File: src/rtl/src_operand_fetch.sv
// MSP430 execution-stage source operand sequencer: resolves every As mode into a
// single 16-bit operand, issuing register-file selects and memory reads as needed.
module src_operand_fetch (
    input  logic        mclk,
    input  logic        puc_n,
    input  logic        start,
    input  logic [3:0]  src_reg,
    input  logic [1:0]  as_mode,
    input  logic        inst_bw,
    input  logic [15:0] pc,
    input  logic [15:0] reg_src,
    input  logic [15:0] mdb_in,
    output logic        busy,
    output logic [15:0] inst_src,
    output logic        reg_incr,
    output logic        pc_incr,
    output logic        mb_en,
    output logic [15:0] mab,
    output logic [15:0] op_src,
    output logic        op_valid
);

    localparam logic [2:0] S_IDLE     = 3'd0;
    localparam logic [2:0] S_REG      = 3'd1;
    localparam logic [2:0] S_EXT      = 3'd2;
    localparam logic [2:0] S_EXT_WAIT = 3'd3;
    localparam logic [2:0] S_RD       = 3'd4;
    localparam logic [2:0] S_RD_WAIT  = 3'd5;

    logic [2:0]  state_reg, state_next;
    logic [3:0]  sreg_reg;
    logic [1:0]  as_reg;
    logic        bw_reg;
    logic [15:0] inst_src_reg;
    logic [15:0] ext_addr_reg;
    logic [15:0] addr_reg;
    logic [15:0] rd_addr_reg;
    logic [15:0] op_hold_reg;

    logic [15:0] src_onehot;
    logic        in_const, in_nosel;
    logic        l_const, l_imm, l_idx;
    logic [15:0] const_val, reg_val, raw_addr, base_addr, op_value;
    logic        force_even;
    logic [7:0]  mem_byte;

    genvar gi;
    generate
        for (gi = 0; gi < 16; gi++) begin : g_onehot
            assign src_onehot[gi] = (src_reg == gi[3:0]);
        end
    endgenerate

    // Decodes on the incoming request (only meaningful while start is sampled in IDLE)
    assign in_const = (src_reg == 4'd3) || ((src_reg == 4'd2) && as_mode[1]);
    assign in_nosel = in_const || ((src_reg == 4'd2) && (as_mode == 2'b01));

    // Decodes on the latched request
    assign l_const = (sreg_reg == 4'd3) || ((sreg_reg == 4'd2) && as_reg[1]);
    assign l_imm   = (sreg_reg == 4'd0) && (as_reg == 2'b11);
    assign l_idx   = (as_reg == 2'b01) && !l_const;

    always_comb begin
        state_next = S_IDLE;
        case (state_reg)
            S_IDLE: begin
                state_next = S_IDLE;
                if (start) begin
                    if (in_const || (as_mode == 2'b00))
                        state_next = S_REG;
                    else if (as_mode == 2'b01)
                        state_next = S_EXT;
                    else
                        state_next = S_RD;
                end
            end
            S_REG:      state_next = S_IDLE;
            S_EXT:      state_next = S_EXT_WAIT;
            S_EXT_WAIT: state_next = S_RD;
            S_RD:       state_next = S_RD_WAIT;
            S_RD_WAIT:  state_next = S_IDLE;
            default:    state_next = S_IDLE;
        endcase
    end

    always_comb begin
        const_val = 16'h0000;
        if (sreg_reg == 4'd2) begin
            const_val = as_reg[0] ? 16'h0008 : 16'h0004;
        end else begin
            case (as_reg)
                2'b00:   const_val = 16'h0000;
                2'b01:   const_val = 16'h0001;
                2'b10:   const_val = 16'h0002;
                default: const_val = 16'hFFFF;
            endcase
        end
    end

    assign reg_val = l_const ? const_val : reg_src;

    // Symbolic mode indexes from the extension-word address, absolute from zero
    always_comb begin
        base_addr = reg_src;
        if (sreg_reg == 4'd0)
            base_addr = ext_addr_reg;
        else if (sreg_reg == 4'd2)
            base_addr = 16'h0000;
    end

    always_comb begin
        raw_addr = 16'h0000;
        if (state_reg == S_EXT)
            raw_addr = pc;
        else if (state_reg == S_RD) begin
            if (l_imm)
                raw_addr = pc;
            else if (l_idx)
                raw_addr = addr_reg;
            else
                raw_addr = reg_src;
        end
    end

    // Extension and immediate words are always whole words
    assign force_even = !bw_reg || (state_reg == S_EXT) || l_imm;

    assign busy     = (state_reg != S_IDLE);
    assign inst_src = inst_src_reg;
    assign mb_en    = (state_reg == S_EXT) || (state_reg == S_RD);
    assign mab      = mb_en ? {raw_addr[15:1], raw_addr[0] & !force_even} : 16'h0000;
    assign reg_incr = (state_reg == S_RD) && (as_reg == 2'b11) && !l_imm;
    assign pc_incr  = (state_reg == S_EXT) || ((state_reg == S_RD) && l_imm);
    assign op_valid = (state_reg == S_REG) || (state_reg == S_RD_WAIT);

    assign mem_byte = rd_addr_reg[0] ? mdb_in[15:8] : mdb_in[7:0];

    always_comb begin
        op_value = 16'h0000;
        if (state_reg == S_REG)
            op_value = bw_reg ? {8'h00, reg_val[7:0]} : reg_val;
        else if (state_reg == S_RD_WAIT)
            op_value = bw_reg ? {8'h00, mem_byte} : mdb_in;
    end

    assign op_src = op_valid ? op_value : op_hold_reg;

    always_ff @(posedge mclk or negedge puc_n) begin
        if (!puc_n) begin
            state_reg    <= S_IDLE;
            sreg_reg     <= 4'd0;
            as_reg       <= 2'b00;
            bw_reg       <= 1'b0;
            inst_src_reg <= 16'h0000;
            ext_addr_reg <= 16'h0000;
            addr_reg     <= 16'h0000;
            rd_addr_reg  <= 16'h0000;
            op_hold_reg  <= 16'h0000;
        end else begin
            state_reg <= state_next;
            if ((state_reg == S_IDLE) && start) begin
                sreg_reg     <= src_reg;
                as_reg       <= as_mode;
                bw_reg       <= inst_bw;
                inst_src_reg <= in_nosel ? 16'h0000 : src_onehot;
            end
            if (op_valid) begin
                inst_src_reg <= 16'h0000;
                op_hold_reg  <= op_value;
            end
            if (state_reg == S_EXT)
                ext_addr_reg <= pc;
            if (state_reg == S_EXT_WAIT)
                addr_reg <= base_addr + mdb_in;
            if (state_reg == S_RD)
                rd_addr_reg <= mab;
        end
    end

endmodule

File: config.mk
export PLATFORM = sky130hd
export DESIGN_NAME = src_operand_fetch
export DESIGN_NICKNAME = d
export VERILOG_FILES = /design/src/rtl/src_operand_fetch.sv
export SDC_FILE = /design/constraint.sdc
export NUM_CORES = 1
export LEC_CHECK = 0
export ABC_AREA = 0
export ABC_CLOCK_PERIOD_IN_PS = 4700
export CAP_MARGIN = 20
export CORE_MARGIN = 5
export CORE_UTILIZATION = 56
export CTS_BUF_LIST = sky130_fd_sc_hd__clkbuf_2 sky130_fd_sc_hd__clkbuf_4 sky130_fd_sc_hd__clkbuf_8
export CTS_CLUSTER_DIAMETER = 80
export CTS_CLUSTER_SIZE = 8
export DETAILED_ROUTE_END_ITERATION = 10
export PLACE_DENSITY = 0.88
export SLEW_MARGIN = 5
export SYNTH_ARGS = -nofsm -noshare
export SYNTH_HDL_FRONTEND = slang
export SYNTH_SLANG_ARGS = --single-unit
export TNS_END_PERCENT = 10
File: constraint.sdc
create_clock -name mclk -period 4.7 [get_ports mclk]
set_clock_uncertainty 0.05 [all_clocks]
set_input_delay 0.705 -clock mclk [delete_from_list [all_inputs] [get_ports mclk]]
set_output_delay 0.705 -clock mclk [all_outputs]
set_load 0.005 [all_outputs]
==> out/results.tsv, run 1 <==
stage	metric	value	unit
run_status	status	complete, no violations	
yosys	Post-Syn Area	4720	sq um
die	# IOs	111	
global_route	largest net degree at the start of global routing	46	
critical_path	Critical-path top delay cell	dfrtp_1	
critical_path	R2R Path Start	sreg_reg[0]	
clock_network	hold_buf cts	0	
die	die width	102	um
yosys	Yosys cell types	58	
power_and_ir_drop	Power Dens Cells	612	nW/um^2
yosys	largest family of logic cells by synthesized area	simple AND/OR/NAND/NOR gates	
sta	worst hold slack	0.113	ns
sta	RSZ-0062 raised after global routing	false	
sta	Hold Violations, Final	0	
global_route	initial antenna violation count	0	
detailed_routing	DR WL/cell	19.7	um
layout	share of cells above drive strength 1	6.35	%
critical_path	Crit path buffers/inverters	2	
global_route	gr usage total	30.1	%
job	Max Cap Viol	0	
yosys	post-synthesis sequential area ratio	39.8	%
clock_network	clock buffer depth	2	
power_and_ir_drop	peak supply drop	0.000264	V
detailed_routing	via-per-instance ratio	6.23	
die	Starting Density	57.4	%
clock_network	clock sink count	75	
layout	fillers	619	
yosys	Commonest cells post-synth	nand2_1, dfrtp_1, nand3_1, o21ai_0, clkbuf_1	
critical_path	Critical Path End Type	primary output	
global_route	grt ovf	0	
yosys	most instantiated library cell after synthesis	nand2_1	
yosys	cell accounting for the most synthesized area	dfrtp_1	
clock_network	post-cts sizing count	0	
power_and_ir_drop	leakage	2.73	nW
clock_network	clock slew at reported path FFs	0.09	ns
clock_network	root buffer cell	clkbuf_8	
sta	Slew Limit Headroom	35.1	%
die	Rows	33	
yosys	ys async rst share	100	%
yosys	Post-Synth XOR/XNOR Area	1.49	%
critical_path	worst path arrival time	3.31	ns
clock_network	CTS tree	built	
placement	IO Port Bufs	110	
yosys	Yosys warning total	0	
detailed_routing	drt pass-1 iters	5	
global_route	vias in the first global route	4513	
sta	period utilisation layout	86.5	%
sta	fmax	0.246	GHz
global_route	first-pass GRT wire length	23900	um
die	die height	102	um
detailed_routing	Iter 0 DRT Violations	428	
yosys	simple-gate share of the synthesized area	27.8	%
yosys	fraction of synthesized area in multiplexers	4.67	%
detailed_routing	Residual DRC	0	
critical_path	crit path kind	reg -> out	
layout	Area Growth Syn to Fin	28.5	%
worst_hold_path	worst min-delay path class	in -> async	
die	die footprint	10400	sq um
placement	GP Congestion	1.04	
yosys	largest cells by area after synthesis	dfrtp_1, nand2_1, mux2i_1	
yosys	post-synth top area share	39.8	%
yosys	count of state elements after synthesis	75	
critical_path	Worst Setup SP	sreg_reg[1]	
critical_path	Worst path max stage delay	0.65	ns
sta	final count of pins violating max slew	0	
detailed_routing	Post-DRT Antenna Nets	0	
critical_path	crit path max fanout	21	
critical_path	r2r setup slk	1.13	ns
clock_network	CTS Buf Count	9	
detailed_routing	total wire length	15100	um
yosys	Gate Count Post-Synth	563	
critical_path	Req. time, crit path	3.94	ns
layout	antenna fix cells	0	
yosys	Compound-Gate Fraction of Synth Area	17.6	%
layout	Final Net Count	731	
sta	# setup viols final	0	
yosys	Synth Area per Inst	8.38	sq um
yosys	post-synth net total	638	
yosys	EDFF count, synth	0	
critical_path	crit path cell chain	nor4bb_1 > nor3b_2 > buf_4 > mux2i_1 > a2111oi_2 > clkdlybuf4s50_1	
critical_path	cell family with most CP delay	buffers and inverters	
sta	Slew @ Worst Pin	0.971	ns
clock_network	clock latency on the worst-skew pair	0.35	ns
clock_network	Setup Fix Bufs, Post-CTS	0	
power_and_ir_drop	Pwr Total	3.71	mW
yosys	Synth Area in Adders	4.67	%
placement	Post-DP HPWL	11500	um
yosys	ys flop type	dfrtp_1	
clock_network	H-tree depth	3	
detailed_routing	Via Count	4775	
sta	TNS Setup	0	ns
sta	Final min period	4.06	ns
critical_path	Setup crit start kind	flip-flop	
die	core area	8220	sq um
[area by class of cell]
| type | count | area [sq um] | area share (%) |
|---|---|---|---|
| Clock buffer | 10 | 138 | 2.27 |
| Clock inverter | 6 | 71.3 | 1.18 |
| Inverter | 7 | 26.3 | 0.434 |
| Multi-Input combinational cell | 446 | 2660 | 43.9 |
| Sequential cell | 75 | 1880 | 31.0 |
| Tap cell | 105 | 131 | 2.17 |
| Timing Repair Buffer | 117 | 1160 | 19.1 |
[worst register-to-register path, cell delays in order, from the launching register on]
cell and delay [ns]:
dfrtp_1 0.49, nor3_2 0.82, nand3b_1 0.18, nand2_1 0.14, ha_1 0.28, a21oi_1 0.31
o21ai_0 0.32, a311oi_1 0.41, o21ai_0 0.16, a221o_1 0.31
[placed cells by master, fill, tap and decap left out, types with 8 or more instances in the layout]
master	n
nor2_1	21
o21ai_0	29
clkbuf_8	10
clkdlybuf4s50_1	109
nand3b_1	16
o21ai_2	9
a21o_1	8
nand2_1	170
nand2b_1	12
ha_1	16
a32o_1	10
mux2i_1	22
dfrtp_1	75
nand3_1	33
a21oi_1	12
[worst paths after layout]
path                                          to  depth (start not counted)
worst max register to register      addr_reg[15]                          9
worst max-delay path                      mab[0]                          6
max in group asynchronous       ext_addr_reg[10]                          2
worst min register to register  ext_addr_reg[15]                          2
min in group mclk               ext_addr_reg[15]                          2
worst min-delay path                 inst_src[4]                          1
[logic make-up after synthesis]
group,after synthesis
and+or+nand+nor,286
AOI/OAI and AO/OA,113
DFF,75
buffers and inverters,42
muxes,22
adders and majority gates,17
xor gates and xnor gates,8
[power by group]
group | internal (mW) | switching (mW)
Clock | 0.266 | 0.268
Combinational | 0.922 | 1.13
Sequential | 0.902 | 0.218
[stage by stage]
stage | worst slack (ns) | instances | util (%) | cell area (sq um)
3_5_place_dp | 1.07 | 748 | 70.9 | 5830
6_report | 0.636 | 766 | 73.7 | 6060
4_1_cts | 0.673 | 764 | 73.4 | 6030
5_1_grt | 0.399 | 766 | 73.7 | 6060
3_3_place_gp | 1.24 | 748 | 70.9 | 5830
2_1_floorplan | 1.59 | 563 | - | 4720
[layer usage]
metal / GRT usage (%) / vias to the layer above / wire length, um
met4: 9.30 / 0 / 407
met5: 0 / - / 0
li1: - / 2176 / -
met3: 5.85 / 38 / 1550
met2: 46.3 / 251 / 7010
met1: 43.1 / 2310 / 6170
(Power assumes the default switching activity.)
==> run 2, diff against run 1 <==
--- a/config.mk
+++ b/config.mk
@@ -6,15 +6,15 @@
 export NUM_CORES = 1
 export LEC_CHECK = 0
 export ABC_AREA = 0
-export ABC_CLOCK_PERIOD_IN_PS = 4700
+export ABC_CLOCK_PERIOD_IN_PS = 4180
 export CAP_MARGIN = 20
 export CORE_MARGIN = 5
-export CORE_UTILIZATION = 56
+export CORE_UTILIZATION = 52
 export CTS_BUF_LIST = sky130_fd_sc_hd__clkbuf_2 sky130_fd_sc_hd__clkbuf_4 sky130_fd_sc_hd__clkbuf_8
 export CTS_CLUSTER_DIAMETER = 80
 export CTS_CLUSTER_SIZE = 8
 export DETAILED_ROUTE_END_ITERATION = 10
-export PLACE_DENSITY = 0.88
+export PLACE_DENSITY = 0.83
 export SLEW_MARGIN = 5
 export SYNTH_ARGS = -nofsm -noshare
 export SYNTH_HDL_FRONTEND = slang
==> constraint.sdc (replaced) <==
create_clock -name mclk -period 4.18 [get_ports mclk]
set_clock_uncertainty 0.05 [all_clocks]
set_input_delay 0.627 -clock mclk [delete_from_list [all_inputs] [get_ports mclk]]
set_output_delay 0.627 -clock mclk [all_outputs]
set_load 0.005 [all_outputs]
==> out/results.tsv, run 2 (synthesis results as in run 1) <==
stage	metric	value	unit	change
sta	RSZ-0062 raised after global routing	false		
layout	Area Growth Syn to Fin	27.9	%	
detailed_routing	DR WL/cell	19.8	um	+0.39%
die	Starting Density	53.8	%	-3.6 points
placement	IO Port Bufs	110		unchanged
detailed_routing	drt pass-1 iters	5		unchanged
power_and_ir_drop	Power Dens Cells	682	nW/um^2	+11%
layout	share of cells above drive strength 1	6.35	%	unchanged
clock_network	clock slew at reported path FFs	0.10	ns	about the same
critical_path	Req. time, crit path	3.50	ns	-0.44 ns
critical_path	Worst Reg2Reg Path Length in Cells	9		unchanged
layout	commonest non-fill, non-tap cell in the layout	nand2_1		
global_route	gr usage total	27.5	%	-2.6 points
critical_path	R2R Path Start	sreg_reg[0]		
detailed_routing	Post-DRT Antenna Nets	0		unchanged
clock_network	H-tree depth	3		unchanged
layout	antenna fix cells	0		unchanged
detailed_routing	Via Count	4677		-2.1%
layout	fin area	6030	sq um	-0.43%
power_and_ir_drop	leakage	2.72	nW	-0.36%
critical_path	crit path max fanout	21		unchanged
global_route	grt ovf	0		unchanged
clock_network	post-cts sizing count	0		unchanged
layout	Final Net Count	731		unchanged
global_route	first-pass GRT wire length	24400	um	+2.0%
clock_network	CTS tree	built		
sta	Slew Limit Headroom	32.7	%	-2.4 points
die	Rows	34		+3.0%
critical_path	worst path arrival time	3.20	ns	-0.11 ns
critical_path	Setup crit start kind	flip-flop		
sta	Slew @ Worst Pin	1.01	ns	+0.0348 ns
global_route	initial antenna violation count	0		unchanged
sta	# setup viols final	0		unchanged
clock_network	clock buffer depth	2		unchanged
clock_network	clock sink count	75		unchanged
worst_hold_path	worst min-delay path class	in -> async		
critical_path	Worst Setup SP	sreg_reg[1]		
sta	fmax	0.258	GHz	
job	Max Cap Viol	0		unchanged
die	die footprint	11100	sq um	+6.9%
sta	Final min period	3.88	ns	
critical_path	r2r setup slk	0.81	ns	-0.32 ns
detailed_routing	via-per-instance ratio	6.08		-2.4%
detailed_routing	Residual DRC	0		unchanged
critical_path	crit path kind	reg -> out		
global_route	largest net degree at the start of global routing	43		-6.5%
critical_path	Critical Path End Type	primary output		
placement	GP Congestion	0.972		-6.8%
die	die height	105	um	+3.4%
clock_network	Setup Fix Bufs, Post-CTS	0		unchanged
power_and_ir_drop	peak supply drop	0.000391	V	+48%
layout	most frequent cells in the layout	nand2_1, clkdlybuf4s50_1, dfrtp_1		
clock_network	CTS Buf Count	9		unchanged
global_route	vias in the first global route	4491		-0.49%
placement	Post-DP Area	5840	sq um	+0.19%
placement	Post-DP HPWL	11800	um	+3.0%
sta	TNS Setup	0	ns	unchanged
die	die width	105	um	+3.4%
layout	Core Util, Final	68.8	%	-4.9 points
run_status	status	complete, no violations		
clock_network	root buffer cell	clkbuf_8		
die	core area	8760	sq um	+6.7%
clock_network	hold_buf cts	0		unchanged
sta	period utilisation layout	92.8	%	
critical_path	worst setup path end	mab[0]		
power_and_ir_drop	Pwr Total	4.11	mW	+11%
critical_path	RR Endpoint	addr_reg[15]		
sta	Hold Violations, Final	0		unchanged
detailed_routing	total wire length	15200	um	+0.78%
detailed_routing	Iter 0 DRT Violations	309		-28%
sta	final count of pins violating max slew	0		unchanged
die	# IOs	111		unchanged
clock_network	clock latency on the worst-skew pair	0.36	ns	about the same
[run 2: cell types whose count changed in the layout (fill, tap and decap cells not counted), sizes merged]
cell,previous run,this run
inv,9,11
clkinv,2,3
clkbuf,10,9
bufinv,1,0
clkinvlp,1,0
[run 2: metrics by stage]
| stage | worst slack (ns) | instances | hold slack [ns] |
|---|---|---|---|
| after detailed placement | 0.702 | 752 | 0.414 |
| after global placement | 0.833 | 752 | 0.403 |
| after CTS | 0.302 | 768 | 0.318 |
| after floorplan | 1.07 | 563 | 0.281 |
| after global routing | 0.0737 | 769 | 0.344 |
| final | 0.301 | 769 | 0.293 |
[run 2: power by group]
group,leakage (nW),internal [mW],switching (mW)
Sequential,0.944,1.01,0.267
Combinational,1.68,1.04,1.24
Clock,0.0993,0.231,0.323
Total,2.72,2.28,1.83
[run 2: final cells by class]
cell class | count | area, sq um
fill | 735 | 2730
clock inverter | 7 | 67.6
clock buffer | 9 | 124
multi-input combinational | 446 | 2660
sequential | 75 | 1880
timing repair buffer | 117 | 1150
tap | 108 | 135
inverter | 7 | 26.3
[run 2: how the worst min path moves through the flow]
stage                start            to  slack, ns  cells past startpoint
3_3_place_gp   addr_reg[7]   addr_reg[7]       0.40                      2
3_5_place_dp   addr_reg[1]   addr_reg[1]       0.41                      2
2_1_floorplan        puc_n   addr_reg[0]       0.28                      0
5_1_grt              puc_n   inst_src[4]       0.34                      1
6_report             puc_n   inst_src[4]       0.29                      1
4_1_cts              puc_n  inst_src[10]       0.32                      1
[run 2: per-layer routing]
metal	global-route usage [%]	share of wire, %
met4	9.50	3.1
met2	40.1	43
met1	40.2	45
met3	6.36	8.7
met5	0	0
[run 2: critical path, cell delays in order (launching register included)]
cell             delay [ns]
dfrtp_1                0.67
nor4bb_1               0.62
nor3b_2                0.09
buf_4                  0.24
mux2i_1                0.18
a2111oi_2              0.47
clkdlybuf4s50_1        0.59
